==> src/rtl/loader_pkg.sv <==
`default_nettype none
// +----------------------------------------------------------------------+
// | loader_pkg : shared state and error-code encodings for rom_loader    |
// | Rev 1.0                                                              |
// +----------------------------------------------------------------------+
package loader_pkg;

    localparam logic [2:0] IDLE = 3'd0;
    localparam logic [2:0] LEN  = 3'd1;
    localparam logic [2:0] DATA = 3'd2;
    localparam logic [2:0] CSUM = 3'd3;
    localparam logic [2:0] DONE = 3'd4;
    localparam logic [2:0] ERR  = 3'd5;

    localparam logic [1:0] ERR_NONE = 2'd0;
    localparam logic [1:0] ERR_CSUM = 2'd1;
    localparam logic [1:0] ERR_LEN  = 2'd2;
    localparam logic [1:0] ERR_TMO  = 2'd3;

endpackage
`default_nettype wire

==> src/rtl/rom_loader_word_assembler.sv <==
`default_nettype none
// +----------------------------------------------------------------------+
// | word_assembler : packs a byte stream into little-endian 32-bit words |
// | Rev 1.0                                                              |
// +----------------------------------------------------------------------+
module word_assembler (
    input  logic        clk,
    input  logic        rst,
    input  logic        clear,
    input  logic        byte_valid,
    input  logic [7:0]  byte_data,
    output logic        word_valid,
    output logic [31:0] word
);

    logic [1:0]  r_idx;
    logic [23:0] r_bytes;

    // Bytes enter at the top and shift down, so the first byte ends up as the LSB.
    always_ff @(posedge clk) begin
        if (rst || clear) begin
            r_idx   <= 2'd0;
            r_bytes <= 24'd0;
        end else if (byte_valid) begin
            r_idx   <= r_idx + 2'd1;
            r_bytes <= {byte_data, r_bytes[23:8]};
        end
    end

    assign word_valid = byte_valid && !clear && (r_idx == 2'd3);
    assign word       = {byte_data, r_bytes};

endmodule
`default_nettype wire

==> src/rtl/rom_loader.sv <==
`default_nettype none
// +----------------------------------------------------------------------+
// | rom_loader : UART byte-stream boot loader for the instruction ROM    |
// | Rev 1.0                                                              |
// +----------------------------------------------------------------------+
module rom_loader
    import loader_pkg::*;
#(
    parameter logic [31:0] BASE_ADDR = 32'h0000_0000,
    parameter int unsigned MAX_WORDS = 4096,
    parameter int unsigned TIMEOUT   = 1_000_000
) (
    input  logic        clk,
    input  logic        rst,
    input  logic        start_i,
    input  logic        rx_valid_i,
    input  logic [7:0]  rx_data_i,
    output logic        w_en,
    output logic [31:0] w_addr_o,
    output logic [31:0] w_data_o,
    output logic        hold_o,
    output logic        done_o,
    output logic        err_o,
    output logic [1:0]  err_code_o
);

    localparam int unsigned C_CNT_W = $clog2(MAX_WORDS + 1);
    localparam int unsigned C_TMR_W = (TIMEOUT > 1) ? $clog2(TIMEOUT) : 1;
    localparam logic [C_CNT_W-1:0] C_CNT_ONE  = C_CNT_W'(1);
    localparam logic [C_TMR_W-1:0] C_TMR_ONE  = C_TMR_W'(1);
    localparam logic [C_TMR_W-1:0] C_TMR_LAST = C_TMR_W'(TIMEOUT - 1);

    logic [2:0]         r_state;
    logic [C_CNT_W-1:0] r_word_cnt;
    logic [C_CNT_W-1:0] r_len;
    logic [7:0]         r_csum;
    logic [C_TMR_W-1:0] r_timer;
    logic [1:0]         r_err_pend;

    logic        w_in_frame;
    logic        w_asm_valid;
    logic        w_asm_clear;
    logic        w_word_valid;
    logic [31:0] w_word;

    assign w_in_frame  = (r_state == LEN) || (r_state == DATA) || (r_state == CSUM);
    assign w_asm_valid = rx_valid_i && ((r_state == LEN) || (r_state == DATA));
    assign w_asm_clear = (r_state == IDLE);

    word_assembler u_asm (
        .clk        (clk),
        .rst        (rst),
        .clear      (w_asm_clear),
        .byte_valid (w_asm_valid),
        .byte_data  (rx_data_i),
        .word_valid (w_word_valid),
        .word       (w_word)
    );

    always_ff @(posedge clk) begin
        if (rst) begin
            r_state    <= IDLE;
            r_word_cnt <= '0;
            r_len      <= '0;
            r_csum     <= 8'd0;
            r_timer    <= '0;
            r_err_pend <= ERR_NONE;
            w_en       <= 1'b0;
            w_addr_o   <= BASE_ADDR;
            w_data_o   <= 32'd0;
            hold_o     <= 1'b0;
            done_o     <= 1'b0;
            err_o      <= 1'b0;
            err_code_o <= ERR_NONE;
        end else begin
            w_en   <= 1'b0;
            done_o <= 1'b0;
            case (r_state)
                IDLE: begin
                    if (start_i) begin
                        r_state    <= LEN;
                        r_word_cnt <= '0;
                        r_csum     <= 8'd0;
                        r_timer    <= '0;
                        r_err_pend <= ERR_NONE;
                        hold_o     <= 1'b1;
                        err_o      <= 1'b0;
                        err_code_o <= ERR_NONE;
                    end
                end
                LEN: begin
                    // Bound check uses the full 32-bit field so large counts cannot alias.
                    if (w_word_valid) begin
                        r_len <= w_word[C_CNT_W-1:0];
                        if (w_word > 32'(MAX_WORDS)) begin
                            r_state    <= ERR;
                            r_err_pend <= ERR_LEN;
                        end else if (w_word == 32'd0) begin
                            r_state <= CSUM;
                        end else begin
                            r_state <= DATA;
                        end
                    end
                end
                DATA: begin
                    if (rx_valid_i) begin
                        r_csum <= r_csum + rx_data_i;
                        if (w_word_valid) begin
                            w_en       <= 1'b1;
                            w_addr_o   <= BASE_ADDR + 32'({r_word_cnt, 2'b00});
                            w_data_o   <= w_word;
                            r_word_cnt <= r_word_cnt + C_CNT_ONE;
                            if ((r_word_cnt + C_CNT_ONE) == r_len) begin
                                r_state <= CSUM;
                            end
                        end
                    end
                end
                CSUM: begin
                    if (rx_valid_i) begin
                        if (rx_data_i == r_csum) begin
                            r_state <= DONE;
                        end else begin
                            r_state    <= ERR;
                            r_err_pend <= ERR_CSUM;
                        end
                    end
                end
                DONE: begin
                    done_o  <= 1'b1;
                    hold_o  <= 1'b0;
                    r_state <= IDLE;
                end
                ERR: begin
                    err_o      <= 1'b1;
                    err_code_o <= r_err_pend;
                    hold_o     <= 1'b0;
                    r_state    <= IDLE;
                end
                default: r_state <= IDLE;
            endcase

            // Frame transitions above all need a byte, so a timeout never collides with them.
            if (w_in_frame) begin
                if (rx_valid_i) begin
                    r_timer <= '0;
                end else if (r_timer == C_TMR_LAST) begin
                    r_state    <= ERR;
                    r_err_pend <= ERR_TMO;
                end else begin
                    r_timer <= r_timer + C_TMR_ONE;
                end
            end
        end
    end

endmodule
`default_nettype wire

==> config.mk <==
export PLATFORM = sky130hd
export DESIGN_NAME = rom_loader
export DESIGN_NICKNAME = d
export VERILOG_FILES = /design/src/rtl/loader_pkg.sv /design/src/rtl/rom_loader_word_assembler.sv /design/src/rtl/rom_loader.sv
export SDC_FILE = /design/constraint.sdc
export NUM_CORES = 1
export LEC_CHECK = 0
export CAP_MARGIN = 20
export CORE_ASPECT_RATIO = 0.6
export CORE_MARGIN = 3
export CORE_UTILIZATION = 30
export DETAILED_ROUTE_END_ITERATION = 6
export GPL_TIMING_DRIVEN = 0
export HOLD_SLACK_MARGIN = 0.06
export PLACE_DENSITY = 0.57
export SKIP_LAST_GASP = 1
export SLEW_MARGIN = 20
export SYNTH_ARGS = -nofsm -noshare
export SYNTH_HDL_FRONTEND = slang
export SYNTH_SLANG_ARGS = --single-unit
==> constraint.sdc <==
create_clock -name clk -period 4.7 [get_ports clk]
set_input_delay 0.47 -clock clk [delete_from_list [all_inputs] [get_ports clk]]
set_output_delay 0.47 -clock clk [all_outputs]
set_load 0.05 [all_outputs]
==> results.sh <==
export IMPL_outcome="finished clean"
export IMPL_totalWireLength_um=18200
export IMPL_dpl_instance_area_mm2=0.00734
export IMPL_cts_sinks=136
export IMPL_total_power_mw=2.63
export IMPL_end_kind="flip-flop"
export IMPL_coreArea_mm2=0.0203
export IMPL_path_clk_slew_ns=0.07
export IMPL_peakVddDrop_mv=0.279
export IMPL_synth_cell_types=63
export IMPL_clk_latency_ns=0.43
export IMPL_rsz0062_at_grt="false"
export IMPL_hold_buffers=0
export IMPL_dpl_cell_count=1121
export IMPL_skew_ns=0.0104
export IMPL_antenna_found_initial=0
export IMPL_fill_cells=2133
export IMPL_overflow=0
export IMPL_dr_pass1_iters=5
export IMPL_cts_root_buffer="clkbuf_16"
export IMPL_grt_pass1_wl_um=29000
export IMPL_grt_max_degree=17
export IMPL_drive_above_1_share_pct=7.95
export IMPL_powerDensity_mw_per_mm2=333
export IMPL_fmax_mhz=384
export IMPL_synth_seq_cells=136
export IMPL_cp_arrival_ns=2.91
export IMPL_start_util_pct=31.0
export IMPL_muxShareOfSynthArea_pct=7.06
export IMPL_required_ns=5.01
export IMPL_hold_class="reg -> reg"
export IMPL_syn_area_per_cell_um2=8.21
export IMPL_hpwl_um=13100
export IMPL_final_setup_viol_count=0
export IMPL_synth_compound_area_share_pct=14.2
export IMPL_synth_edf_count=0
export IMPL_die_h_um=118
export IMPL_syn_inst=768
export IMPL_drc=0
export IMPL_crit_type="in -> reg"
export IMPL_hold_viol_final=0
export IMPL_numCtsBuffers=17
export IMPL_start_kind="primary input"
export IMPL_htreeDepth=4
export IMPL_numPortBuffers=62
export IMPL_synth_top_cell_area_share_pct=43.2
export IMPL_ctsResizeCount=0
export IMPL_synthArstFlopShare_pct=0
export IMPL_worstMarginPinSlew_ns=1.02
export IMPL_ant_nets=0
export IMPL_ioPinCount=82
export IMPL_tns_ns=0
export IMPL_vias_per_cell=4.91
export IMPL_post_cts_buffers=0
export IMPL_synth_simple_gate_area_share_pct=24.3
export IMPL_synth_adder_area_share_pct=2.30
export IMPL_cts_tree="done"
export IMPL_syn_area_mm2=0.00631
export IMPL_gp_congestion=0.846
export IMPL_finalNetCount=890
export IMPL_final_cells=1153
export IMPL_grt_usage_pct=16.0
export IMPL_power_leakage_nw=2.72
export IMPL_ys_flop_type="dfxtp_1"
export IMPL_fin_crit_ns=2.61
export IMPL_synth_xor_xnor_area_share_pct=3.19
export IMPL_finalCritPeriodShare_pct=55.5
export IMPL_final_area_mm2=0.00789
export IMPL_cts_buffer_depth=2
export IMPL_grt_pass1_vias=5214
export IMPL_insertedDiodeCount=0
export IMPL_synth_top_family_by_area="simple AND/OR/NAND/NOR gates"
export IMPL_yosysTopAreaCell="dfxtp_1"
export IMPL_relSlewSlack_pct=31.8
export IMPL_cp_max_fo=6
export IMPL_wl_per_cell_um=15.7
export IMPL_seq_area_frac_synth_pct=43.2
export IMPL_synth_area_leaders="dfxtp_1 (43%), nand2_1 (7.8%), mux2i_1 (6.3%), a21oi_1 (5.9%), nor2_1 (5.6%)"
export IMPL_yosysWarnings=0
export IMPL_area_growth_pct=25.1
export IMPL_num_rows=40
export IMPL_num_vias=5657
export IMPL_fp_dieW_um=193
export IMPL_final_max_slew_viol_count=0
export IMPL_dieArea_mm2=0.0229
export IMPL_cap_violations=0
export IMPL_drt_iter0_drc=544
## registers in the layout, indices dropped and copies added, names as in the netlist, 3 cells and up
register,count
r_csum,8
r_len,13
r_state,3
r_timer,20
r_word_cnt,13
u_asm.r_bytes,24
w_addr_o,13
w_data_o,32
## final timing paths
check	slack, ns	end	startpoint	cells after the start
worst max-delay path	2.09	r_state[0]$_SDFF_PP0_	rx_data_i[4]	8
worst min-delay path	0.45	w_data_o[15]$_SDFFE_PP0P_	w_data_o[15]$_SDFFE_PP0P_	2
worst max register to register	2.13	r_state[0]$_SDFF_PP0_	r_word_cnt[0]$_SDFFE_PP0P_	7
worst min register to register	0.45	w_data_o[15]$_SDFFE_PP0P_	w_data_o[15]$_SDFFE_PP0P_	2
## power breakdown
part	internal (mW)	switching, mW	total (mW)
Clock	0.696	0.603	1.30
Combinational	0.0500	0.120	0.169
Sequential	1.16	0.00252	1.16
Total	1.90	0.725	2.63
## layout by cell type (no fill, tap or decap), drive strengths merged, types with 10 or more instances in the layout
cell type | synthesis | routed
a21oi | 74 | 74
buf | 32 | 32
nand3 | 17 | 17
nand2 | 131 | 131
clkbuf | 37 | 54
mux2i | 40 | 40
dfxtp | 136 | 136
nor3 | 14 | 14
clkdlybuf4s50 | 0 | 62
conb | 1 | 19
a22oi | 11 | 11
nor2 | 95 | 95
xnor2 | 14 | 14
or3 | 11 | 11
o21ai | 20 | 20
nor4 | 10 | 10
inv | 5 | 15
a31oi | 10 | 10
ha | 10 | 10
## per-layer routing
metal / GRT usage [%] / vias to the layer above / share of wire, %
li1: - / 2837 / -
met1: 26.5 / 2677 / 56
met2: 20.4 / 136 / 38
met3: 3.91 / 7 / 5.6
met4: 2.93 / 0 / 0.43
met5: 0 / - / 0
## cell type report
cell class | instances | area [µm²] | share of cell area (%)
Sequential cell | 136 | 2720 | 34.5
Inverter | 5 | 18.8 | 0.238
Timing Repair Buffer | 62 | 621 | 7.86
Clock inverter | 15 | 130 | 1.65
Clock buffer | 17 | 425 | 5.39
Buffer | 69 | 343 | 4.34
Tap cell | 273 | 342 | 4.33
Multi-Input combinational cell | 576 | 3290 | 41.7
## stage by stage
| step | setup slack [ns] | hold WS, ns | util, % |
|---|---|---|---|
| final | 2.09 | 0.453 | 38.8 |
| after global routing | 1.95 | 0.476 | 38.8 |
| after CTS | 2.11 | 0.457 | 38.8 |
| after detailed placement | 1.69 | 0.447 | 36.1 |
| after global placement | 1.67 | 0.442 | 36.1 |
| after floorplan | 2.55 | 0.437 | - |
## Yosys cell counts, drive strengths merged, types with 14 or more instances
library cell and instances:
o21ai 20, nand2 131, a21oi 74, nor2 95, mux2i 40, clkbuf 37, buf 32, xnor2 14
dfxtp 136, nand3 17, nor3 14
## logic make-up after synthesis
kind of cell,count (synthesis)
buffers and inverters,74
xor gates and xnor gates,23
muxes,44
adders and majority gates,11
other,1
and+or+nand+nor,330
AOI/OAI and AO/OA,149
DFF,136
## critical path: stages
cell	delay, ns
clkdlybuf4s50_1	0.53
ha_1	0.43
or4_1	0.60
o31ai_1	0.39
a31oi_1	0.15
o21ai_0	0.11
a21o_1	0.16
o31ai_1	0.07
(Power assumes the default switching activity.)
